## src/rtl/keystream_serialiser_if.sv

```systemverilog
// Handshake bundle for keystream_serialiser: block input side and byte-beat output side.
// master = block source plus beat sink; slave = the serialiser.
interface keystream_serialiser_if #(
  parameter int WORD_W    = 32,
  parameter int NUM_WORDS = 16,
  parameter int OUT_BYTES = 1,
  parameter int LEN_W     = 7
);
  logic                        in_valid;
  logic                        in_ready;
  logic [NUM_WORDS*WORD_W-1:0] in_block;
  logic [LEN_W-1:0]            in_len;
  logic                        out_valid;
  logic                        out_ready;
  logic [OUT_BYTES*8-1:0]      out_data;
  logic [OUT_BYTES-1:0]        out_keep;
  logic                        out_last;

  modport master (
    output in_valid, in_block, in_len, out_ready,
    input  in_ready, out_valid, out_data, out_keep, out_last
  );

  modport slave (
    input  in_valid, in_block, in_len, out_ready,
    output in_ready, out_valid, out_data, out_keep, out_last
  );
endinterface

```

## src/rtl/keystream_serialiser.sv

```systemverilog
// keystream_serialiser: streams one ChaCha20 keystream block as RFC 8439-ordered byte beats.
// Define KS_SER_PREFETCH_EN to add a second block slot for zero-bubble back-to-back blocks.
module keystream_serialiser #(
  parameter int WORD_W    = 32,
  parameter int NUM_WORDS = 16,
  parameter int OUT_BYTES = 1,
  parameter int LEN_W     = 7
) (
  input  logic                  clk,
  input  logic                  rst,
  keystream_serialiser_if.slave ks,
  output logic                  busy
);
  localparam int BLK_W  = NUM_WORDS * WORD_W;
  localparam int BLK_B  = BLK_W / 8;
  localparam int BEAT_W = OUT_BYTES * 8;
  localparam int OB_SH  = $clog2(OUT_BYTES);
  localparam int IDX_W  = LEN_W + 4;
  localparam int SH_W   = LEN_W + 7;

  typedef enum logic {S_IDLE = 1'b0, S_SEND = 1'b1} state_t;

  state_t               state_r, state_s;
  logic [BLK_W-1:0]     blk_r, blk_s;
  logic [LEN_W-1:0]     len_r, len_s;
  logic [LEN_W-1:0]     beat_r, beat_s;
  logic [LEN_W-1:0]     in_len_eff_s;
  logic                 in_ready_r, in_ready_s;
  logic                 out_valid_r, out_valid_s;
  logic                 out_last_r, out_last_s;
  logic [BEAT_W-1:0]    out_data_r, out_data_s;
  logic [BEAT_W-1:0]    beat_sh_s;
  logic [OUT_BYTES-1:0] out_keep_r, out_keep_s;
  logic [IDX_W-1:0]     nb_s, lane_idx_s;
  logic [SH_W-1:0]      sh_amt_s;
  logic                 accept_s, fire_s, final_s;
`ifdef KS_SER_PREFETCH_EN
  logic                 pf_full_r, pf_full_s;
  logic [BLK_W-1:0]     pf_blk_r, pf_blk_s;
  logic [LEN_W-1:0]     pf_len_r, pf_len_s;
`endif

  assign accept_s = ks.in_valid && in_ready_r;
  assign fire_s   = out_valid_r && ks.out_ready;
  assign final_s  = fire_s && out_last_r;

  // Length normalisation: zero and oversize lengths both mean a full block
  always_comb begin
    if ((ks.in_len == '0) || (ks.in_len > LEN_W'(BLK_B))) begin
      in_len_eff_s = LEN_W'(BLK_B);
    end else begin
      in_len_eff_s = ks.in_len;
    end
  end

  // Next-state: block capture, beat advance and end-of-block hand-over
  always_comb begin
    state_s = state_r;
    blk_s   = blk_r;
    len_s   = len_r;
    beat_s  = beat_r;
`ifdef KS_SER_PREFETCH_EN
    pf_full_s = pf_full_r;
    pf_blk_s  = pf_blk_r;
    pf_len_s  = pf_len_r;
`endif
    case (state_r)
      S_IDLE: begin
        if (accept_s) begin
          state_s = S_SEND;
          blk_s   = ks.in_block;
          len_s   = in_len_eff_s;
          beat_s  = '0;
        end else begin
          state_s = S_IDLE;
        end
      end
      S_SEND: begin
        if (final_s) begin
          beat_s = '0;
`ifdef KS_SER_PREFETCH_EN
          // A full slot wins; in_ready is low then, so no accept can collide with it
          if (pf_full_r) begin
            blk_s     = pf_blk_r;
            len_s     = pf_len_r;
            pf_full_s = 1'b0;
          end else if (accept_s) begin
            blk_s = ks.in_block;
            len_s = in_len_eff_s;
          end else begin
            state_s = S_IDLE;
          end
`else
          state_s = S_IDLE;
`endif
        end else begin
          beat_s = fire_s ? (beat_r + LEN_W'(1)) : beat_r;
`ifdef KS_SER_PREFETCH_EN
          if (accept_s) begin
            pf_full_s = 1'b1;
            pf_blk_s  = ks.in_block;
            pf_len_s  = in_len_eff_s;
          end else begin
            pf_full_s = pf_full_r;
          end
`endif
        end
      end
      default: begin
        state_s = S_IDLE;
      end
    endcase
  end

  // Output decode of the next state, captured into the output registers
  always_comb begin
    out_valid_s = 1'b0;
    out_last_s  = 1'b0;
    out_data_s  = '0;
    out_keep_s  = '0;
    lane_idx_s  = '0;
    nb_s        = (IDX_W'(len_s) + IDX_W'(OUT_BYTES - 1)) >> OB_SH;
    sh_amt_s    = SH_W'(beat_s) << (OB_SH + 3);
    beat_sh_s   = BEAT_W'(blk_s >> sh_amt_s);
    if (state_s == S_SEND) begin
      out_valid_s = 1'b1;
      out_last_s  = (IDX_W'(beat_s) == (nb_s - IDX_W'(1)));
      for (int k = 0; k < OUT_BYTES; k++) begin
        lane_idx_s = (IDX_W'(beat_s) << OB_SH) + IDX_W'(k);
        if (lane_idx_s < IDX_W'(len_s)) begin
          out_keep_s[k]       = 1'b1;
          out_data_s[8*k +: 8] = beat_sh_s[8*k +: 8];
        end else begin
          out_keep_s[k]       = 1'b0;
          out_data_s[8*k +: 8] = 8'h00;
        end
      end
    end else begin
      out_valid_s = 1'b0;
      out_last_s  = 1'b0;
    end
`ifdef KS_SER_PREFETCH_EN
    in_ready_s = !pf_full_s;
`else
    in_ready_s = (state_s == S_IDLE);
`endif
  end

  // State and output registers; reset discards any held block immediately
  always_ff @(posedge clk or negedge rst) begin
    if (!rst) begin
      state_r     <= S_IDLE;
      blk_r       <= '0;
      len_r       <= '0;
      beat_r      <= '0;
      in_ready_r  <= 1'b0;
      out_valid_r <= 1'b0;
      out_last_r  <= 1'b0;
      out_data_r  <= '0;
      out_keep_r  <= '0;
`ifdef KS_SER_PREFETCH_EN
      pf_full_r   <= 1'b0;
      pf_blk_r    <= '0;
      pf_len_r    <= '0;
`endif
    end else begin
      state_r     <= state_s;
      blk_r       <= blk_s;
      len_r       <= len_s;
      beat_r      <= beat_s;
      in_ready_r  <= in_ready_s;
      out_valid_r <= out_valid_s;
      out_last_r  <= out_last_s;
      out_data_r  <= out_data_s;
      out_keep_r  <= out_keep_s;
`ifdef KS_SER_PREFETCH_EN
      pf_full_r   <= pf_full_s;
      pf_blk_r    <= pf_blk_s;
      pf_len_r    <= pf_len_s;
`endif
    end
  end

  assign ks.in_ready  = in_ready_r;
  assign ks.out_valid = out_valid_r;
  assign ks.out_last  = out_last_r;
  assign ks.out_data  = out_data_r;
  assign ks.out_keep  = out_keep_r;
  assign busy         = (state_r == S_SEND);
endmodule

```

## src/flat_wrapper.sv

```systemverilog
// flat-port wrapper written by rule: the top's interface ports become plain ports
module keystream_serialiser_flat 
#(
  parameter int WORD_W    = 32,
  parameter int NUM_WORDS = 16,
  parameter int OUT_BYTES = 1,
  parameter int LEN_W     = 7
)
  (clk, rst, busy, ks_in_valid, ks_in_block, ks_in_len, ks_out_ready, ks_in_ready, ks_out_valid, ks_out_data, ks_out_keep, ks_out_last);
  keystream_serialiser_if #(.WORD_W(WORD_W), .NUM_WORDS(NUM_WORDS), .OUT_BYTES(OUT_BYTES), .LEN_W(LEN_W)) ks_i ();
  input  logic clk;
  input  logic rst;
  output logic busy;
  input wire logic [$bits(ks_i.in_valid)-1:0] ks_in_valid;
  input wire logic [$bits(ks_i.in_block)-1:0] ks_in_block;
  input wire logic [$bits(ks_i.in_len)-1:0] ks_in_len;
  input wire logic [$bits(ks_i.out_ready)-1:0] ks_out_ready;
  output wire logic [$bits(ks_i.in_ready)-1:0] ks_in_ready;
  output wire logic [$bits(ks_i.out_valid)-1:0] ks_out_valid;
  output wire logic [$bits(ks_i.out_data)-1:0] ks_out_data;
  output wire logic [$bits(ks_i.out_keep)-1:0] ks_out_keep;
  output wire logic [$bits(ks_i.out_last)-1:0] ks_out_last;
  assign ks_i.in_valid = ks_in_valid;
  assign ks_i.in_block = ks_in_block;
  assign ks_i.in_len = ks_in_len;
  assign ks_i.out_ready = ks_out_ready;
  assign ks_in_ready = ks_i.in_ready;
  assign ks_out_valid = ks_i.out_valid;
  assign ks_out_data = ks_i.out_data;
  assign ks_out_keep = ks_i.out_keep;
  assign ks_out_last = ks_i.out_last;
  keystream_serialiser #(.WORD_W(WORD_W), .NUM_WORDS(NUM_WORDS), .OUT_BYTES(OUT_BYTES), .LEN_W(LEN_W)) u_core (.clk(clk), .rst(rst), .ks(ks_i), .busy(busy));
endmodule
```

## config.mk

```make
export PLATFORM = sky130hd
export DESIGN_NAME = keystream_serialiser_flat
export DESIGN_NICKNAME = d
export VERILOG_FILES = /design/src/rtl/keystream_serialiser_if.sv /design/src/rtl/keystream_serialiser.sv /design/src/flat_wrapper.sv
export SDC_FILE = /design/constraint.sdc
export NUM_CORES = 1
export LEC_CHECK = 0
export BUFFER_PORTS_ARGS = -buffer_cell sky130_fd_sc_hd__buf_2
export CAP_MARGIN = 15
export CORE_MARGIN = 2
export CORE_UTILIZATION = 35
export CTS_BUF_LIST = sky130_fd_sc_hd__clkbuf_8
export CTS_CLUSTER_DIAMETER = 80
export CTS_CLUSTER_SIZE = 12
export DETAILED_ROUTE_END_ITERATION = 6
export HOLD_SLACK_MARGIN = 0.1
export SLEW_MARGIN = 25
export SYNTH_ARGS = -nofsm -noshare
export SYNTH_HDL_FRONTEND = slang
export SYNTH_SLANG_ARGS = --single-unit
```

## constraint.sdc

```tcl
create_clock -name clk -period 5.15 [get_ports clk]
set_input_delay 1.2875 -clock clk [delete_from_list [all_inputs] [get_ports clk]]
set_output_delay 1.2875 -clock clk [all_outputs]
set_load 0.01 [all_outputs]
```

==> flow_summary.ini <==
[critical_path]
cp-start-kind = input pin
critPathKind = input pin to flip-flop
arrival_ns = 4.39
ff2ff_path_depth = 9
timing.critical_path.to_type = flip-flop
path_max_fanout = 94
required_time_reported_for_the_critical_path_endpoint_ns = 5.72

[cells_and_area]
layout.filler_cells = 7386
post_route_cells_drive_above_1_share_pct = 22.5
most_common_cell_after_layout_fill_and_taps_aside = sky130_fd_sc_hd__nand2_1
num-nets-final = 3859
multi_input_area_mm2 = 0.0112
layout.cells.most_common_list = sky130_fd_sc_hd__nand2_1 (1227), sky130_fd_sc_hd__dfrtp_1 (538), sky130_fd_sc_hd__buf_2 (534)
finish.utilization_pct = 41.7
seqCellArea_mm2 = 0.0135
area_growth_syn_to_layout_pct = 18.5

[synthesis]
ys_async_sr_fraction_pct = 100
yosysTopAreaCellShare_pct = 52.7
synth_area_per_cell_um2 = 8.93
ys_warn_count = 0
synthDistinctLibCells = 65
synthesis.area_mm2 = 0.0255
proportion_of_synthesized_chip_area_in_sequential_cells_pct = 52.7
synth_area_leaders = sky130_fd_sc_hd__dfrtp_1 (53%), sky130_fd_sc_hd__nand2_1 (18%), sky130_fd_sc_hd__mux2_1 (3.7%), sky130_fd_sc_hd__mux2_2 (2.9%), sky130_fd_sc_hd__nor2_1 (2.8%)
synth_top_flop_cell = sky130_fd_sc_hd__dfrtp_1
syn-instance-count = 2862
synthesis.nets = 3394
synth_edf_count = 0
synth-seq-cells = 538
synth_top_area_cell = sky130_fd_sc_hd__dfrtp_1

[cts]
cts_tree = yes
clock-sinks = 538
cts_setup_buffers = 0
worst_skew_pair.late_latency_ns = 0.68
cts_max_level = 2
holdBufCountCts = 0
max_root_sink_buffers = 3
number_of_gates_given_a_new_drive_strength_after_cts = 0
tritoncts.num_buffers = 53
root_buffer = sky130_fd_sc_hd__clkbuf_8
clkTransAtPathRegs_ns = 0.08

[place]
port_buf_inserts = 535
dp_worst_setup_slack_ns = 0.645
gp_congestion = 0.842
hpwlAfterDp_um = 68300

[status]
outcome = complete, no violations

[timing]
grt_setup_unrepaired = false
max_clock_freq_mhz = 262
final.setup.worst_slack_ns = 1.33
timing.final.crit_share_pct = 74.2
finalHoldViolCount = 0
relSlewSlack_pct = 28.7
setup-violations-final = 0
tightest_slew_ns = 1.07
final.setup.tns_ns = 0
slew_violations = 0
final_period_minus_worst_setup_slack_ns = 3.82
fin_skew_ns = 0.0465

[min_path]
timing.hold.worst_path_depth = 2
min_path_type = flip-flop to flip-flop

[floorplanning]
starting_utilization_of_the_core_area_pct = 35.2
floorplan.die.height_um = 274
die_width_um = 274
floorplan.io_pins = 536
row_count = 99
die-area_mm2 = 0.0752
fp.coreArea_mm2 = 0.0726

[route]
drt_first_iter_violations = 1725
vias = 21900
drt-wirelength-per-cell_um = 21.8
detail-route-antenna-nets = 0
vias_per_cell = 5.07
drt_first_pass_iters = 5
route.detailed.drc = 0
route.final.wire_length_um = 93900

[power]
finalPower_w = 0.0188
cellLeakagePower_nw = 15.4
peakVddDrop_v = 0.000409
pwr_density_cell_mw_per_mm2 = 621

[grt]
global_route.usage.total_pct = 24.4
antenna_found_initial = 52
largest_net_degree_at_the_start_of_global_routing = 155
overflow = 0
grt_pass1_wl_um = 136000
first_global_vias = 21200

[job]
maxCapViolations = 0
## critical path, cell delays in order
cell,delay (ns)
sky130_fd_sc_hd__buf_2,0.14
sky130_fd_sc_hd__and3b_4,0.59
sky130_fd_sc_hd__buf_12,0.43
sky130_fd_sc_hd__mux2_2,0.25
sky130_fd_sc_hd__nor2_1,0.04
sky130_fd_sc_hd__or3_1,0.36
sky130_fd_sc_hd__o211ai_1,0.22
sky130_fd_sc_hd__nand4_1,0.27
sky130_fd_sc_hd__or4_1,0.55
sky130_fd_sc_hd__a21oi_1,0.15
## area by class of cell
cell class                 count  share of cell area (%)
tap                          959                    3.96
timing repair buffer         607                    11.7
inverter                      16                   0.231
clock inverter                 8                   0.198
sequential                   538                    44.5
antenna                       17                   0.140
multi-input combinational   2111                    36.8
clock buffer                  55                    2.50
## registers in the layout (all words and copies together) (netlist names)
register             cells
u_core.ks.out_valid      1
u_core.ks.out_keep       1
u_core.blk_r           512
u_core.len_r             7
u_core.ks.out_data       8
u_core.beat_r            7
u_core.ks.in_ready       1
u_core.ks.out_last       1
## final timing paths
path,from,to,slack (ns)
max,ks_in_valid,u_core.ks.out_data[3]$_DFF_PN0_,1.33
min,u_core.blk_r[286]$_DFF_PN0_,u_core.blk_r[286]$_DFF_PN0_,0.48
max reg2reg,u_core.ks.out_valid$_DFF_PN0_,u_core.ks.out_data[3]$_DFF_PN0_,1.39
min reg2reg,u_core.blk_r[286]$_DFF_PN0_,u_core.blk_r[286]$_DFF_PN0_,0.48
max in group asynchronous,rst,u_core.len_r[0]$_DFF_PN0_,3.39
min in group asynchronous,rst,u_core.blk_r[213]$_DFF_PN0_,0.51
## synth_stat cells, drive strengths merged, types with 2 or more instances
cell type	n
nand2	1228
dfrtp	538
nor2	189
mux2	150
buf	107
clkbuf	90
or3	69
mux2i	65
o211ai	61
a21oi	56
o21ai	37
o2111ai	27
a31oi	21
a221oi	20
inv	16
o221ai	16
a22oi	15
nand4	15
or4	15
nand3	14
a311o	13
o311ai	13
ha	9
o21a	9
xnor2	9
nor3	7
nor3b	7
a21bo	5
nor2b	4
a2111oi	3
a211oi	3
a21o	3
and2	3
and3b	3
a22o	2
nand2b	2
o31a	2
o32a	2
## where the power goes
part / switching (W) / internal [W] / total [W] / leakage, nW
Sequential: 0.000749 / 0.00622 / 0.00697 / 6.77
Clock: 0.00155 / 0.000972 / 0.00252 / 0.432
Combinational: 0.00597 / 0.00335 / 0.00932 / 8.22
## cells by family after synthesis
logic type / share of synthesized area [%]
buf+inv: 3.85
fa+ha+maj: 0.441
simple gates: 24.5
mux: 9.16
compound gates: 8.99
flops: 52.7
xor+xnor: 0.343
## layer usage
layer,GRT usage [%],wire (µm)
met5,0,299
met2,38.4,43400
met1,33.0,39700
met3,5.84,7810
met4,7.92,2620
## stage by stage
step / hold slack, ns / instances / instance area (µm²)
after floorplan: 0.439 / 2862 / 25500
after global placement: 0.451 / 4230 / 29400
after detailed placement: 0.457 / 4230 / 29400
after CTS: 0.478 / 4293 / 30200
after global routing: 0.482 / 4303 / 30300
final: 0.477 / 4311 / 30300
Power figures use the tool's default switching activity.
